<file path="src/rtl/led_pixel_buffer_if.sv">
`timescale 1ns/1ps
`default_nettype none
// +--------------------------------------------------------------------+
// | led_pixel_buffer_if: host byte port, readback and pixel stream      |
// | Revision: 1.0                                                       |
// +--------------------------------------------------------------------+
interface led_pixel_buffer_if;
  logic        wr_en;
  logic [7:0]  wr_addr;
  logic [7:0]  wr_data;
  logic [7:0]  rd_addr;
  logic [7:0]  rd_data;
  logic        frame_sync;
  logic        pix_ready;
  logic        pix_valid;
  logic [23:0] pix_data;
  logic        pix_last;
  logic        commit_pending;

  modport master (
    output wr_en, wr_addr, wr_data, rd_addr, frame_sync, pix_ready,
    input  rd_data, pix_valid, pix_data, pix_last, commit_pending
  );

  modport slave (
    input  wr_en, wr_addr, wr_data, rd_addr, frame_sync, pix_ready,
    output rd_data, pix_valid, pix_data, pix_last, commit_pending
  );
endinterface
`default_nettype wire

</file>
<file path="src/rtl/led_pixel_buffer.sv">
`timescale 1ns/1ps
`default_nettype none
// +--------------------------------------------------------------------+
// | led_pixel_buffer: double-buffered RGB store streaming GRB words    |
// | Revision: 1.0                                                       |
// +--------------------------------------------------------------------+
module led_pixel_buffer #(
  parameter int NUM_PIXELS = 16
) (
  input  logic               clk,
  input  logic               rst,
  led_pixel_buffer_if.slave  bus
);

  localparam int              NUM_BYTES   = 3 * NUM_PIXELS;
  localparam int              AW          = $clog2(NUM_BYTES);
  localparam int              PW          = $clog2(NUM_PIXELS + 1);
  localparam logic [PW-1:0]   PTR_IDLE    = PW'(NUM_PIXELS);
  localparam logic [PW-1:0]   PTR_LAST    = PW'(NUM_PIXELS - 1);
  localparam logic [8:0]      BYTES_END   = 9'(NUM_BYTES);
  localparam logic [7:0]      ADDR_STATUS = 8'hFE;
  localparam logic [7:0]      ADDR_CTRL   = 8'hFF;

  logic [7:0]    r_shadow [NUM_BYTES];
  logic [7:0]    r_active [NUM_BYTES];
  logic [PW-1:0] r_ptr;
  logic          r_commit_pending;
  logic          r_pix_valid;
  logic          r_pix_last;
  logic [23:0]   r_pix_data;
  logic [7:0]    r_rd_data;

  logic          w_commit;
  logic          w_wr_pix;
  logic          w_ctl_set;
  logic [PW-1:0] w_ptr_next;
  logic          w_next_valid;
  logic [AW-1:0] w_base;
  logic [7:0]    w_r, w_g, w_b;
  logic [23:0]   w_pix_word;
  logic [7:0]    w_rd_byte;

  always_comb begin
    w_commit     = bus.frame_sync && r_commit_pending;
    w_wr_pix     = bus.wr_en && ({1'b0, bus.wr_addr} < BYTES_END);
    w_ctl_set    = bus.wr_en && (bus.wr_addr == ADDR_CTRL) && bus.wr_data[0];

    w_ptr_next = r_ptr;
    if (bus.frame_sync)
      w_ptr_next = '0;
    else if (r_pix_valid && bus.pix_ready && (r_ptr < PTR_IDLE))
      w_ptr_next = r_ptr + PW'(1);

    w_next_valid = (w_ptr_next < PTR_IDLE);
    w_base       = AW'(9'(w_ptr_next) * 9'd3);

    // A commit on this edge must already be visible in the first presented pixel.
    if (w_commit) begin
      w_r = r_shadow[w_base];
      w_g = r_shadow[w_base + AW'(1)];
      w_b = r_shadow[w_base + AW'(2)];
    end else begin
      w_r = r_active[w_base];
      w_g = r_active[w_base + AW'(1)];
      w_b = r_active[w_base + AW'(2)];
    end
    w_pix_word = w_next_valid ? {w_g, w_r, w_b} : 24'h000000;

    w_rd_byte = 8'h00;
    if ({1'b0, bus.rd_addr} < BYTES_END)
      w_rd_byte = r_shadow[bus.rd_addr[AW-1:0]];
    else if (bus.rd_addr == ADDR_STATUS)
      w_rd_byte = {6'b0, (r_ptr < PTR_IDLE), r_commit_pending};
  end

  always_ff @(posedge clk) begin
    if (rst) begin
      for (int i = 0; i < NUM_BYTES; i++) begin
        r_shadow[i] <= 8'h00;
        r_active[i] <= 8'h00;
      end
      r_ptr            <= PTR_IDLE;
      r_commit_pending <= 1'b0;
      r_pix_valid      <= 1'b0;
      r_pix_last       <= 1'b0;
      r_pix_data       <= 24'h000000;
      r_rd_data        <= 8'h00;
    end else begin
      if (w_wr_pix)
        r_shadow[bus.wr_addr[AW-1:0]] <= bus.wr_data;
      // Non-blocking copy takes the shadow contents from before any same-edge write.
      if (w_commit)
        r_active <= r_shadow;
      if (w_ctl_set)
        r_commit_pending <= 1'b1;
      else if (w_commit)
        r_commit_pending <= 1'b0;
      r_ptr       <= w_ptr_next;
      r_pix_valid <= w_next_valid;
      r_pix_last  <= (w_ptr_next == PTR_LAST);
      r_pix_data  <= w_pix_word;
      r_rd_data   <= w_rd_byte;
    end
  end

  assign bus.rd_data        = r_rd_data;
  assign bus.pix_valid      = r_pix_valid;
  assign bus.pix_data       = r_pix_data;
  assign bus.pix_last       = r_pix_last;
  assign bus.commit_pending = r_commit_pending;

endmodule
`default_nettype wire

</file>
<file path="src/flat_wrapper.sv">
// flat-port wrapper written by rule: the top's interface ports become plain ports
module led_pixel_buffer_flat 
#(
  parameter int NUM_PIXELS = 16
)
  (clk, rst, bus_wr_en, bus_wr_addr, bus_wr_data, bus_rd_addr, bus_frame_sync, bus_pix_ready, bus_rd_data, bus_pix_valid, bus_pix_data, bus_pix_last, bus_commit_pending);
  led_pixel_buffer_if bus_i ();
  input  logic clk;
  input  logic rst;
  input wire logic [$bits(bus_i.wr_en)-1:0] bus_wr_en;
  input wire logic [$bits(bus_i.wr_addr)-1:0] bus_wr_addr;
  input wire logic [$bits(bus_i.wr_data)-1:0] bus_wr_data;
  input wire logic [$bits(bus_i.rd_addr)-1:0] bus_rd_addr;
  input wire logic [$bits(bus_i.frame_sync)-1:0] bus_frame_sync;
  input wire logic [$bits(bus_i.pix_ready)-1:0] bus_pix_ready;
  output wire logic [$bits(bus_i.rd_data)-1:0] bus_rd_data;
  output wire logic [$bits(bus_i.pix_valid)-1:0] bus_pix_valid;
  output wire logic [$bits(bus_i.pix_data)-1:0] bus_pix_data;
  output wire logic [$bits(bus_i.pix_last)-1:0] bus_pix_last;
  output wire logic [$bits(bus_i.commit_pending)-1:0] bus_commit_pending;
  assign bus_i.wr_en = bus_wr_en;
  assign bus_i.wr_addr = bus_wr_addr;
  assign bus_i.wr_data = bus_wr_data;
  assign bus_i.rd_addr = bus_rd_addr;
  assign bus_i.frame_sync = bus_frame_sync;
  assign bus_i.pix_ready = bus_pix_ready;
  assign bus_rd_data = bus_i.rd_data;
  assign bus_pix_valid = bus_i.pix_valid;
  assign bus_pix_data = bus_i.pix_data;
  assign bus_pix_last = bus_i.pix_last;
  assign bus_commit_pending = bus_i.commit_pending;
  led_pixel_buffer #(.NUM_PIXELS(NUM_PIXELS)) u_core (.clk(clk), .rst(rst), .bus(bus_i));
endmodule
</file>
<file path="config.mk">
export PLATFORM = sky130hd
export DESIGN_NAME = led_pixel_buffer_flat
export DESIGN_NICKNAME = d
export VERILOG_FILES = /design/src/rtl/led_pixel_buffer_if.sv /design/src/rtl/led_pixel_buffer.sv /design/src/flat_wrapper.sv
export SDC_FILE = /design/constraint.sdc
export NUM_CORES = 2
export LEC_CHECK = 0
export CAP_MARGIN = 15
export CORE_MARGIN = 2
export CORE_UTILIZATION = 40
export CTS_BUF_LIST = sky130_fd_sc_hd__clkbuf_16
export DETAILED_ROUTE_END_ITERATION = 8
export HOLD_SLACK_MARGIN = 0.1
export PLACE_DENSITY = 0.63
export SYNTH_ARGS = -nofsm -noshare
export SYNTH_HDL_FRONTEND = slang
export SYNTH_SLANG_ARGS = --single-unit
</file>
<file path="constraint.sdc">
create_clock -name clk -period 6.25 [get_ports clk]
set_clock_uncertainty 0.1 [all_clocks]
set_input_delay 1.25 -clock clk [delete_from_list [all_inputs] [get_ports clk]]
set_output_delay 1.25 -clock clk [all_outputs]
set_load 0.1 [all_outputs]
</file>
==> summary.md <==
| Metric | Value |
|---|---|
| Clock latency on the worst-skew pair | `0.68 ns` |
| Reg clk slew, reported paths | `0.06 ns` |
| Post-synth top area cell | `dfxtp_1` |
| Average wire per standard cell | `28.4 um` |
| YS warnings | `0` |
| Max Cap Viol | `0` |
| Crit end category | `flop` |
| Final HPWL DP | `124000 um` |
| Crit-path slowest cell | `a311oi_1` |
| CTS H-tree depth | `3` |
| Final cell count without fillers | `6777` |
| Most frequent cells in the layout | `nand2_1, dfxtp_1, a21oi_1, mux2i_1, mux4_2` |
| Fin Setup TNS | `0 ns` |
| CTS resizes | `0` |
| Top Layer Used | `met5` |
| Top cell family by delay on the critical path | `buffers and inverters` |
| Ys async rst share | `0` |
| Placed insts | `6611` |
| Syn Nets | `5348` |
| Hold Buf Count CTS | `0` |
| Initial Util | `0.402` |
| Period minus WS final | `5.48 ns` |
| DRT Pass-1 Iters | `6` |
| Hold Slack | `0.369 ns` |
| Ratio of cells with drive above 1 in the final layout | `0.157` |
| Antenna violations before repair | `21` |
| Pleak | `15.6 nW` |
| M1 WL | `74400 um` |
| Met2 routed WL | `83100 um` |
| P per Cell Area | `212 nW/um2` |
| Initial DRC Count | `6585` |
| Unrepaired setup endpoints after global routing | `no` |
| Slack of the critical path | `0.771 ns` |
| Startpoint type of the worst setup path | `input pin` |
| Largest fanout on the critical path | `44` |
| Buffers on Ports | `63` |
| Global placement routability congestion | `0.976` |
| Pin count of the biggest net entering global routing | `217` |
| CP arrival | `6.00 ns` |
| IO Pins | `64` |
| Worst-Margin Slew | `1.24 ns` |
| Most used DFF post-synth | `dfxtp_1` |
| Cells after Synth | `5313` |
| Antenna Nets Post-Route | `0` |
| Ranking of synthesized cells by area | `dfxtp_1, mux4_2, mux2i_1, nand2_1, a21oi_1` |
| Status | `finished clean` |
| Register area share after synthesis | `0.332` |
| Fin. max-slew vios | `0` |
| TritonCTS Sinks | `808` |
| Worst vdd ir | `0.000191 V` |
| Root buffer cell | `clkbuf_16` |
| Via Count | `44200` |
| Synth Cell Area | `48800 um2` |
| Final period utilization | `0.877` |
| Clk buf depth | `3` |
| # rows | `128` |
| CTS tree | `built` |
| Bufs and invs on worst path | `5` |
| Worst setup path category | `in2reg` |
| Post-Place Worst Slack | `0.123 ns` |
| Die span in y | `353 um` |
| GRT overflow | `0` |
| CP cell instances | `clkdlybuf4s50_1 -> and3b_1 -> mux2i_4 -> inv_16 -> ha_1 -> ha_4 -> nor2_1 -> mux2i_1 -> mux2_2 -> xnor2_4 -> buf_12 -> xnor2_4 -> buf_12 -> nand2_1 -> and3_1 -> a311oi_1 -> o21ai_0 -> buf_4 -> nand3b_1` |
| Met3 WL post-DR | `24200 um` |
| Tot GR Track Use | `0.298` |
| P&R area growth vs syn | `10.3%` |
| Fill cells | `11700` |
| Commonest non-fill, non-tap cell in the layout | `nand2_1` |
| Final Hold Viols | `0` |
| DP Area | `50800 um2` |
| Distinct cells, synth | `74` |
| Full die area | `125000 um2` |
| Slew headroom | `0.173` |
| FMAX | `0.183 GHz` |
| Synthesized flop and latch total | `808` |
| Vias in the first global route | `40300` |
| Detailed-route vias per instance | `6.52` |
| Final #Nets | `5113` |
| Avg Cell Area, Syn | `9.18 um2` |
| Setup violators final | `0` |
| First-pass GRT wire length | `282000 um` |
| Yosys top cell area share | `0.332` |
| DRC | `0` |
| HP Class | `reg2reg` |
| Total wire length | `192000 um` |
| Cell area after layout | `53800 um2` |
| Die width | `353 um` |
| Critical Path RT | `6.77 ns` |
| Total CTS buffers | `89` |
| Number of flops mapped to enable cells by yosys | `0` |
| Setup Fix Bufs, Post-CTS | `0` |
| Core area | `121000 um2` |
| Crit path largest cell delay | `0.49 ns` |
[cell families (layout without fill, tap and decap cells)]
| family | after synthesis | after routing | synth area share |
|---|---|---|---|
| and+or+nand+nor | 1844 | 1844 | 0.159 |
| muxes | 1099 | 1099 | 0.345 |
| AOI/OAI and AO/OA | 999 | 999 | 0.112 |
| DFF | 808 | 808 | 0.332 |
| buffers and inverters | 542 | 375 | 0.0461 |
| xor gates and xnor gates | 15 | 15 | 0.00426 |
| adders and majority gates | 6 | 6 | 0.00154 |
| other | 0 | 6 | 0 |
[registers in the layout, indices dropped and copies added (netlist names)]
signal and flops:
u_core.r_active 384, u_core.r_shadow 384, u_core.bus.pix_data 24, u_core.bus.rd_data 8, u_core.r_ptr 5, u_core.bus.commit_pending 1
u_core.bus.pix_last 1, u_core.bus.pix_valid 1
[layout make-up]
class,count,area [um2],area share
diodes,6,15.0,0.000279
clock buffers,92,2300,0.0428
clock inverters,67,651,0.0121
inverters,20,93.8,0.00174
multi-input cells,3963,30600,0.568
flip-flops and latches,808,16200,0.301
well taps,1625,2030,0.0378
repair buffers,196,1970,0.0366
[layer usage]
metal | vias up | global-route usage
li1 | 18800 | -
met1 | 21800 | 0.405
met2 | 3027 | 0.439
met3 | 545 | 0.0760
met4 | 22 | 0.148
met5 | - | 0
[worst register-to-register path, cell delays in order, from the launching register on]
cell	delay, ns
dfxtp_1	0.46
and3b_1	0.34
mux2i_4	0.43
inv_16	0.13
ha_1	0.32
ha_4	0.21
nor2_1	0.08
mux2i_1	0.07
mux2_2	0.36
xnor2_4	0.33
buf_12	0.36
xnor2_4	0.18
buf_12	0.27
nand2_1	0.11
and3_1	0.17
a311oi_1	0.49
o21ai_0	0.23
buf_4	0.17
nand3b_1	0.07
[where the power goes]
group	internal, mW	switching, mW
logic	0.206	0.546
clock network	3.16	2.33
registers	5.16	0.0168
total	8.53	2.89
[path summary, 6_finish.rpt]
path / start / end / slack (ns) / depth (start not counted)
setup reg to reg: u_core.bus.pix_valid / u_core.bus.pix_data[22] / 1.32 / 18
hold / removal: u_core.r_active[133] / u_core.r_active[133] / 0.37 / 2
setup / recovery: bus_pix_ready / u_core.bus.pix_data[22] / 0.77 / 19
hold reg to reg: u_core.r_active[133] / u_core.r_active[133] / 0.37 / 2
[cells in the mapped netlist (39+ instances only)]
cell type,number
nor2_1,129
mux2i_1,605
a21oi_1,777
buf_1,39
dfxtp_1,808
buf_2,80
clkbuf_1,384
mux4_2,457
nor2b_1,47
a211oi_1,88
nand2_1,1225
nand3_1,348
[stage by stage]
| stage | utilization | power [mW] |
|---|---|---|
| 2_1_floorplan | - | 5.75 |
| 3_3_place_gp | 0.419 | 6.02 |
| 3_5_place_dp | 0.419 | 6.02 |
| 4_1_cts | 0.443 | 11.4 |
| 5_1_grt | 0.443 | 11.7 |
| 6_report | 0.443 | 11.4 |
(Power assumes the default switching activity.)
